### src/rtl/cla_seq_ctrl_if.sv
// Handshake and operand/result bus for the nibble-serial CLA adder.
interface cla_seq_ctrl_if #(
    parameter int unsigned WIDTH = 16
);
    logic             in_valid;
    logic             in_ready;
    logic [WIDTH-1:0] a;
    logic [WIDTH-1:0] b;
    logic             cin;
    logic             out_valid;
    logic             out_ready;
    logic [WIDTH:0]   result;
    logic             ovf;
    logic             busy;

    modport master (
        output in_valid, a, b, cin, out_ready,
        input  in_ready, out_valid, result, ovf, busy
    );

    modport slave (
        input  in_valid, a, b, cin, out_ready,
        output in_ready, out_valid, result, ovf, busy
    );
endinterface

### src/rtl/cla_seq_ctrl.sv
// Sequential adder: one 4-bit carry-lookahead slice reused over WIDTH/4 cycles,
// with valid/ready handshakes on both sides and signed-overflow detection.
module cla_seq_ctrl #(
    parameter int unsigned WIDTH = 16
) (
    input  logic           clk,
    input  logic           rst_n,
    cla_seq_ctrl_if.slave  bus
);
    localparam int unsigned NIB = WIDTH / 4;
    localparam int unsigned IW  = (NIB > 1) ? $clog2(NIB) : 1;
    localparam logic [IW-1:0] LAST = IW'(NIB - 1);

    typedef enum logic [1:0] {IDLE = 2'd0, RUN = 2'd1, DONE = 2'd2} state_e;

    state_e           state_q, state_d;
    logic [WIDTH-1:0] a_q, a_d, b_q, b_d, sum_q, sum_d;
    logic [IW-1:0]    idx_q, idx_d;
    logic             carry_q, carry_d;
    logic [WIDTH:0]   result_q, result_d;
    logic             ovf_q, ovf_d;
    logic             in_ready_q, out_valid_q, busy_q;

    logic [3:0] nib_a, nib_b, g, p, s;
    logic [4:0] c;

    // Carry-lookahead slice on the current nibble: every carry from g/p and carry_q.
    always_comb begin
        nib_a = a_q[{idx_q, 2'b00} +: 4];
        nib_b = b_q[{idx_q, 2'b00} +: 4];
        g     = nib_a & nib_b;
        p     = nib_a ^ nib_b;
        c[0]  = carry_q;
        c[1]  = g[0] | (p[0] & carry_q);
        c[2]  = g[1] | (p[1] & g[0]) | (p[1] & p[0] & carry_q);
        c[3]  = g[2] | (p[2] & g[1]) | (p[2] & p[1] & g[0])
              | (p[2] & p[1] & p[0] & carry_q);
        c[4]  = g[3] | (p[3] & g[2]) | (p[3] & p[2] & g[1])
              | (p[3] & p[2] & p[1] & g[0]) | (p[3] & p[2] & p[1] & p[0] & carry_q);
        s     = p ^ c[3:0];
    end

    always_comb begin
        state_d  = state_q;
        a_d      = a_q;
        b_d      = b_q;
        sum_d    = sum_q;
        idx_d    = idx_q;
        carry_d  = carry_q;
        result_d = result_q;
        ovf_d    = ovf_q;
        unique case (state_q)
            IDLE: begin
                if (bus.in_valid) begin
                    a_d     = bus.a;
                    b_d     = bus.b;
                    carry_d = bus.cin;
                    sum_d   = '0;
                    idx_d   = '0;
                    state_d = RUN;
                end
            end
            RUN: begin
                sum_d[{idx_q, 2'b00} +: 4] = s;
                carry_d = c[4];
                idx_d   = IW'(idx_q + 1'b1);
                if (idx_q == LAST) begin
                    // Top nibble: overflow compares carry into and out of the MSB.
                    result_d = {c[4], sum_d};
                    ovf_d    = c[3] ^ c[4];
                    idx_d    = '0;
                    state_d  = DONE;
                end
            end
            DONE: begin
                if (bus.out_ready) state_d = IDLE;
            end
            default: state_d = IDLE;
        endcase
    end

    always_ff @(posedge clk or negedge rst_n) begin
        if (!rst_n) begin
            state_q     <= IDLE;
            a_q         <= '0;
            b_q         <= '0;
            sum_q       <= '0;
            idx_q       <= '0;
            carry_q     <= 1'b0;
            result_q    <= '0;
            ovf_q       <= 1'b0;
            in_ready_q  <= 1'b1;
            out_valid_q <= 1'b0;
            busy_q      <= 1'b0;
        end else begin
            state_q     <= state_d;
            a_q         <= a_d;
            b_q         <= b_d;
            sum_q       <= sum_d;
            idx_q       <= idx_d;
            carry_q     <= carry_d;
            result_q    <= result_d;
            ovf_q       <= ovf_d;
            in_ready_q  <= (state_d == IDLE);
            out_valid_q <= (state_d == DONE);
            busy_q      <= (state_d == RUN);
        end
    end

    assign bus.in_ready  = in_ready_q;
    assign bus.out_valid = out_valid_q;
    assign bus.busy      = busy_q;
    assign bus.result    = result_q;
    assign bus.ovf       = ovf_q;
endmodule

### src/flat_wrapper.sv
// flat-port wrapper written by rule: the top's interface ports become plain ports
module cla_seq_ctrl_flat 
#(
    parameter int unsigned WIDTH = 16
)
  (clk, rst_n, bus_in_valid, bus_a, bus_b, bus_cin, bus_out_ready, bus_in_ready, bus_out_valid, bus_result, bus_ovf, bus_busy);
  cla_seq_ctrl_if #(.WIDTH(WIDTH)) bus_i ();
  input  logic clk;
  input  logic rst_n;
  input wire logic [$bits(bus_i.in_valid)-1:0] bus_in_valid;
  input wire logic [$bits(bus_i.a)-1:0] bus_a;
  input wire logic [$bits(bus_i.b)-1:0] bus_b;
  input wire logic [$bits(bus_i.cin)-1:0] bus_cin;
  input wire logic [$bits(bus_i.out_ready)-1:0] bus_out_ready;
  output wire logic [$bits(bus_i.in_ready)-1:0] bus_in_ready;
  output wire logic [$bits(bus_i.out_valid)-1:0] bus_out_valid;
  output wire logic [$bits(bus_i.result)-1:0] bus_result;
  output wire logic [$bits(bus_i.ovf)-1:0] bus_ovf;
  output wire logic [$bits(bus_i.busy)-1:0] bus_busy;
  assign bus_i.in_valid = bus_in_valid;
  assign bus_i.a = bus_a;
  assign bus_i.b = bus_b;
  assign bus_i.cin = bus_cin;
  assign bus_i.out_ready = bus_out_ready;
  assign bus_in_ready = bus_i.in_ready;
  assign bus_out_valid = bus_i.out_valid;
  assign bus_result = bus_i.result;
  assign bus_ovf = bus_i.ovf;
  assign bus_busy = bus_i.busy;
  cla_seq_ctrl #(.WIDTH(WIDTH)) u_core (.clk(clk), .rst_n(rst_n), .bus(bus_i));
endmodule
### config.mk
export PLATFORM = sky130hd
export DESIGN_NAME = cla_seq_ctrl_flat
export DESIGN_NICKNAME = d
export VERILOG_FILES = /design/src/rtl/cla_seq_ctrl_if.sv /design/src/rtl/cla_seq_ctrl.sv /design/src/flat_wrapper.sv
export SDC_FILE = /design/constraint.sdc
export NUM_CORES = 1
export LEC_CHECK = 0
export ABC_AREA = 1
export BUFFER_PORTS_ARGS = -buffer_cell sky130_fd_sc_hd__buf_2
export CORE_ASPECT_RATIO = 0.5
export CORE_MARGIN = 10
export CORE_UTILIZATION = 45
export CTS_CLUSTER_DIAMETER = 80
export CTS_CLUSTER_SIZE = 40
export DETAILED_ROUTE_END_ITERATION = 10
export PLACE_DENSITY = 0.66
export SLEW_MARGIN = 5
export SYNTH_ARGS = -nofsm -noshare
export SYNTH_HDL_FRONTEND = slang
export SYNTH_SLANG_ARGS = --single-unit
### constraint.sdc
create_clock -name clk -period 3.46 [get_ports clk]
set_clock_uncertainty 0.15 [all_clocks]
set_input_delay 0.346 -clock clk [delete_from_list [all_inputs] [get_ports clk]]
set_output_delay 0.346 -clock clk [all_outputs]
set_load 0.02 [all_outputs]
# [After elaboration in Yosys (flattened, before gate mapping)]
# Index checks and enable logic that the tools add are counted.
[word_totals] regBits=74 input_bits=37 output_inout_bits=21 wordCells=71
[classes] add_sub_neg=2 n_eq_ne=6 shifts=4 mux=12 bitwise=30 n_reduce_logical=6
[op_table] cell="16-bit one-hot mux with 2 select lines" count=1
[op_table] cell="16-bit by 5-bit variable part select with 4-bit output" count=2
[op_table] cell="1-bit AND" count=16
[op_table] cell="16-bit bitwise mux" count=1
[op_table] cell="16-bit 2-to-1 mux" count=1
[op_table] cell="4-bit by 6-bit variable shift with 16-bit output (first input constant)" count=1
[op_table] cell="4-bit by 6-bit variable part select with 16-bit output" count=1
[op_table] cell="2-bit 2-to-1 mux" count=5
[op_table] cell="1-bit OR" count=10
[op_table] cell="4-bit bitwise XOR" count=2
[op_table] cell="2-bit == test (second input constant)" count=3
[op_table] cell="4-bit negation with 6-bit output" count=1
[op_table] cell="2-bit one-hot mux with 3 select lines" count=1
[op_table] cell="2-bit AND reduction" count=3
[op_table] cell="4-bit AND" count=1
[op_table] cell="2-bit by 1-bit == test with 1-bit output (second input constant)" count=2
[op_table] cell="2-bit zero test" count=2
[op_table] cell="2-bit one-hot mux with 2 select lines" count=1
[op_table] cell="2-bit by 1-bit adder with 2-bit output (second input constant)" count=1
[op_table] cell="2-bit != test (second input constant)" count=1
[op_table] cell="1-bit one-hot mux with 2 select lines" count=1
[op_table] cell="2-bit nonzero test" count=1
[op_table] cell="1-bit 2-to-1 mux" count=1
[op_table] cell="1-bit bitwise XOR" count=1

# [Logic depth before layout (Yosys ltp)]
[logic_depth] ltp_word=10 depth_mapped=16 mapped_depth_nobuf=14

# [Worst setup path after synthesis]
# No wires, ideal clock.
[synth_timing] path_type="flip-flop to flip-flop" startpoint="register u_core.idx_q[0]" endpoint="register u_core.result_q[6], in the netlist u_core.bus.result[6]" arrival_ns=2.165 slack_ns=1.080 path_stages_with_launch=14 n_path_buf=2 synth_period_minus_slack_ns=2.380 cell_sequence="dfrtp_1 inv_1 buf_2 buf_2 nor2_1 o22ai_1 ha_1 nand3_1 nand3_1 nand2_2 nand3_1 o21ai_0 nand2_1 nand2_1"
[synth_between] elab_chain_len=9 word_cells_on_any_way=26
[synth_rtl] element="start, declared" line="cla_seq_ctrl.sv:18" rtl="logic [IW-1:0] idx_q, idx_d;"
[synth_rtl] element="start signal, assigned" line="cla_seq_ctrl.sv:100" rtl="idx_q <= idx_d;"
[synth_rtl] element="16-bit by 5-bit variable part select with 4-bit output (on tied branches)" line="cla_seq_ctrl.sv:29, cla_seq_ctrl.sv:30"
[synth_rtl] element="4-bit bitwise XOR / 4-bit AND (equally long branches)" line="cla_seq_ctrl.sv:32, cla_seq_ctrl.sv:31"
[synth_rtl] element="1-bit AND (on tied branches)" line="cla_seq_ctrl.sv:36, cla_seq_ctrl.sv:37"
[synth_rtl] element="1-bit OR, or another cell as far along" line="cla_seq_ctrl.sv:36" rtl="c[3] = g[2] | (p[2] & g[1]) | (p[2] & p[1] & g[0])"
[synth_rtl] element="1-bit OR / 1-bit AND (equally long branches)" line="cla_seq_ctrl.sv:36, cla_seq_ctrl.sv:37"
[synth_rtl] element="1-bit OR" line="cla_seq_ctrl.sv:37" rtl="| (p[2] & p[1] & p[0] & carry_q);"
[synth_rtl] element="4-bit bitwise XOR" line="cla_seq_ctrl.sv:40" rtl="s = p ^ c[3:0];"
[synth_rtl] element="4-bit by 6-bit variable part select with 16-bit output" line="cla_seq_ctrl.sv:64" rtl="sum_d[{idx_q, 2'b00} +: 4] = s;"
[synth_rtl] element="16-bit bitwise mux" line="cla_seq_ctrl.sv:64"
[synth_rtl] element="end signal, assigned" line="cla_seq_ctrl.sv:102" rtl="result_q <= result_d;"
[synth_rtl] element="end, declared" line="cla_seq_ctrl.sv:20" rtl="logic [WIDTH:0] result_q, result_d;"
# Parallel ways exist; a longest one is shown, timed or not.
# A chain may end at the register's enable or synchronous reset.

# [Worst setup path in the final report]
[layout_timing] startpoint="register u_core.idx_q[1]" endpoint="register u_core.sum_q[5]"
[layout_between] elab_chain_len=10 word_cells_on_any_way=25
[layout_rtl] element="16-bit by 5-bit variable part select with 4-bit output (on tied branches)" line="cla_seq_ctrl.sv:29, cla_seq_ctrl.sv:30"
[layout_rtl] element="4-bit bitwise XOR / 4-bit AND (equally long branches)" line="cla_seq_ctrl.sv:32, cla_seq_ctrl.sv:31"
[layout_rtl] element="1-bit AND (on tied branches)" line="cla_seq_ctrl.sv:36, cla_seq_ctrl.sv:37"
[layout_rtl] element="1-bit OR, or another cell as far along" line="cla_seq_ctrl.sv:36"
[layout_rtl] element="1-bit OR / 1-bit AND (equally long branches)" line="cla_seq_ctrl.sv:36, cla_seq_ctrl.sv:37"
[layout_rtl] element="1-bit OR" line="cla_seq_ctrl.sv:37"
[layout_rtl] element="4-bit bitwise XOR" line="cla_seq_ctrl.sv:40"
[layout_rtl] element="4-bit by 6-bit variable part select with 16-bit output" line="cla_seq_ctrl.sv:64"
[layout_rtl] element="16-bit bitwise mux *" line="cla_seq_ctrl.sv:64"
[layout_rtl] element="16-bit one-hot mux with 2 select lines *" line="cla_seq_ctrl.sv:52" rtl="unique case (state_q)"
[layout_rtl] element="end signal, assigned" line="cla_seq_ctrl.sv:99" rtl="sum_q <= sum_d;"
[layout_rtl] element="end, declared" line="cla_seq_ctrl.sv:17" rtl="logic [WIDTH-1:0] a_q, a_d, b_q, b_d, sum_q, sum_d;"
# Mark *: on every way between the ends. The rest lies on a longest branch, timed or not.

==> results.yml <==
placed_design:
  pre_cts_ws_ps: 593
  routabilityCongestion: 0.887
  dp_hpwl_mm: 5.71
  portBuffers: 57
setup_path:
  cp.depth: 9
  worstPathArrival_ps: 2980
  worst-path-buf-inv: 1
  crit_type: "reg -> reg"
  cp-end-kind: "flop"
  crit_family: "compound AO/OA/AOI/OAI gates"
  max_stage_delay_ps: 600
  critPathMaxFanout: 12
  path_cells: "clkinv_1 > o21ai_0 > o22ai_1 > fa_1 > xor2_1 > nand2_1 > nor2_1 > a22oi_1 > o21ai_0"
  cp-start-kind: "flop"
  cp_slowest_cell: "dfrtp_1"
  crit_top_cell: "o21ai_0"
  reg2reg_depth: 9
  critPathRequiredTime_ps: 3560
drt:
  drt-wirelength-per-cell_um: 14.8
  drcViolationCount: 0
  via_per_inst: 4.99
  antenna_left: 0
  routed_wl_mm: 7.85
  vias: 2645
  first_pass_iters: 4
  drt-initial-drc-count: 193
clock_network:
  numCtsBuffers: 9
  cts_max_level: 3
  insertion_delay_ps: 340
  cts_sinks: 74
  post-cts-setup-buffer-count: 0
  holdBufCountCts: 1
  clk_path_buf_depth: 2
  clk_root_buffer_cell: "clkbuf_16"
  cts.clk_slew.worst_paths_ps: 50
  cts_resized: 0
  cts_tree: "done"
timing:
  maxSlewHeadroom_pct: 43.3
  worst_pin_slew_ps: 851
  fin_ws_ps: 579
  report.final.hold_viol_count: 0
  finalCritPeriodShare_pct: 83.3
  rsz0062_at_grt: "no"
  finalCriticalPeriod_ps: 2880
  setup_tns_ps: 0
  setup_violations: 0
  final_max_slew_viol_count: 0
  fmax_mhz: 347
hold_path:
  hold_path.class: "in -> reg"
  whs_path_depth: 2
yosys:
  ys.flop_type: "dfrtp_1"
  synthTopCellsByArea: "dfrtp_1, nand2_1, mux2_2"
  yosysTopAreaCellShare_pct: 51.8
  syn_avg_cell_area_um2: 9.85
  synth_seq_area_share_pct: 52.6
  synthTopCellsByCount: "nand2_1, dfrtp_1, mux2_2"
  synth_area_leader_cell: "dfrtp_1"
  syn_nets: 407
  ys_ff_latch: 74
  synth_cells: 358
  syn_area_um2: 3520
  ys_async_sr_fraction_pct: 100
  synth_edf_count: 0
  yosysUniqueCellTypes: 33
  yosys.cell_count.top_type: "nand2_1"
  yosysWarnings: 0
floorplan:
  die_h_um: 82.6
  io_pins: 58
  dieArea_um2: 12000
  num_rows: 22
  start_util_pct: 47.2
  core-area_um2: 7460
  die_width_um: 145
grt:
  antenna_found_initial: 0
  grt_pass1_vias: 2849
  grt_usage_pct: 14.0
  gr-total-overflow: 0
  grt_pass1_wl_mm: 13.6
  grt_max_degree: 38
finish:
  multi_input_area_um2: 1480
  area_delta_synth_final_pct: 18.0
  seq_area_um2: 1850
  drive_gt1_share_pct: 28.7
  fillCellCount: 663
  fin_nets: 467
  n_antenna_cell: 0
power_and_ir_drop:
  power.density_nw_per_um2: 1100
  peakVddDrop_mv: 0.610
  p_leak_nw: 2.09
outcome:
  status: "complete, no violations"
job:
  cap_violations: 0
==> through the flow <==
| step | util (%) | hold WS, ps | power, mW | cells | area (um^2) |
|---|---|---|---|---|---|
| final | 55.8 | 45.6 | 4.58 | 530 | 4160 |
| after global routing | 55.8 | 50.8 | 4.97 | 530 | 4160 |
| after CTS | 55.8 | 43.2 | 4.59 | 530 | 4160 |
| after detailed placement | 52.0 | 310 | 3.73 | 514 | 3880 |
| after global placement | 52.0 | 310 | 3.64 | 514 | 3880 |
| after floorplan | - | -99.6 | 3.17 | 358 | 3520 |
==> kinds of logic (layout without fill, tap and decap cells) <==
kind of cell / after synthesis / count (layout) / share of synthesized area (%)
AND/OR/NAND/NOR: 145 / 145 / 17.8
flip-flops: 74 / 74 / 52.6
AO/OA/AOI/OAI: 55 / 55 / 9.09
buffers and inverters: 38 / 102 / 5.36
multiplexers: 32 / 32 / 10.2
adder cells (fa/ha/maj): 12 / 12 / 4.47
XOR/XNOR: 2 / 2 / 0.497
==> report_power, final <==
| part | switching, mW | internal, mW | total, mW |
|---|---|---|---|
| registers | 0.216 | 1.26 | 1.47 |
| logic | 1.43 | 0.817 | 2.25 |
| clock network | 0.340 | 0.516 | 0.856 |
| total | 1.99 | 2.59 | 4.58 |
==> flip-flops by register name (all words and copies together) (netlist names) <==
name and flops:
u_core.a_q 16, u_core.b_q 16, u_core.bus.busy 1, u_core.bus.in_ready 1
u_core.bus.out_valid 1, u_core.bus.ovf 1, u_core.bus.result 17, u_core.carry_q 1
u_core.idx_q 2, u_core.state_q 2, u_core.sum_q 16
==> routing by layer <==
layer | global-route usage [%] | up-vias | wire [um]
met5 | 0 | - | 0
met4 | 6.61 | 0 | 72
met3 | 4.40 | 8 | 394
met2 | 23.1 | 56 | 3680
met1 | 16.9 | 1267 | 3700
li1 | - | 1314 | -
==> layout make-up <==
type	instances	area share (%)
clock inverters	3	0.361
repair buffers	61	7.64
inverters	26	2.41
flip-flops and latches	74	44.5
multi-input cells	246	35.6
well taps	108	3.25
clock buffers	12	6.17
==> path summary, 6_finish.rpt <==
kind,startpoint,to,slack (ps)
min in group asynchronous,rst_n,u_core.a_q[5],510
min reg2reg,u_core.bus.ovf,u_core.bus.ovf,320
max,u_core.idx_q[1],u_core.sum_q[5],580
max reg2reg,u_core.idx_q[1],u_core.sum_q[5],580
min,bus_out_ready,u_core.bus.out_valid,50
max in group asynchronous,rst_n,u_core.a_q[15],1800
==> cells in the final DEF, fill, tap and decap left out, types with 2 or more instances in the layout <==
cell type / n
nand2_1: 102
dfrtp_1: 73
buf_2: 57
mux2_2: 30
o21ai_0: 27
nor2_1: 23
inv_1: 20
o22ai_1: 14
ha_1: 11
clkbuf_16: 9
nand3_1: 7
inv_2: 4
nand4_1: 4
o21ai_1: 4
o21ai_2: 3
nand2_2: 3
a22oi_1: 3
clkinv_2: 3
buf_4: 3
o31ai_1: 2
xor2_1: 2
mux2_1: 2
clkbuf_8: 2
No activity file was read; power rests on OpenSTA's default activity.
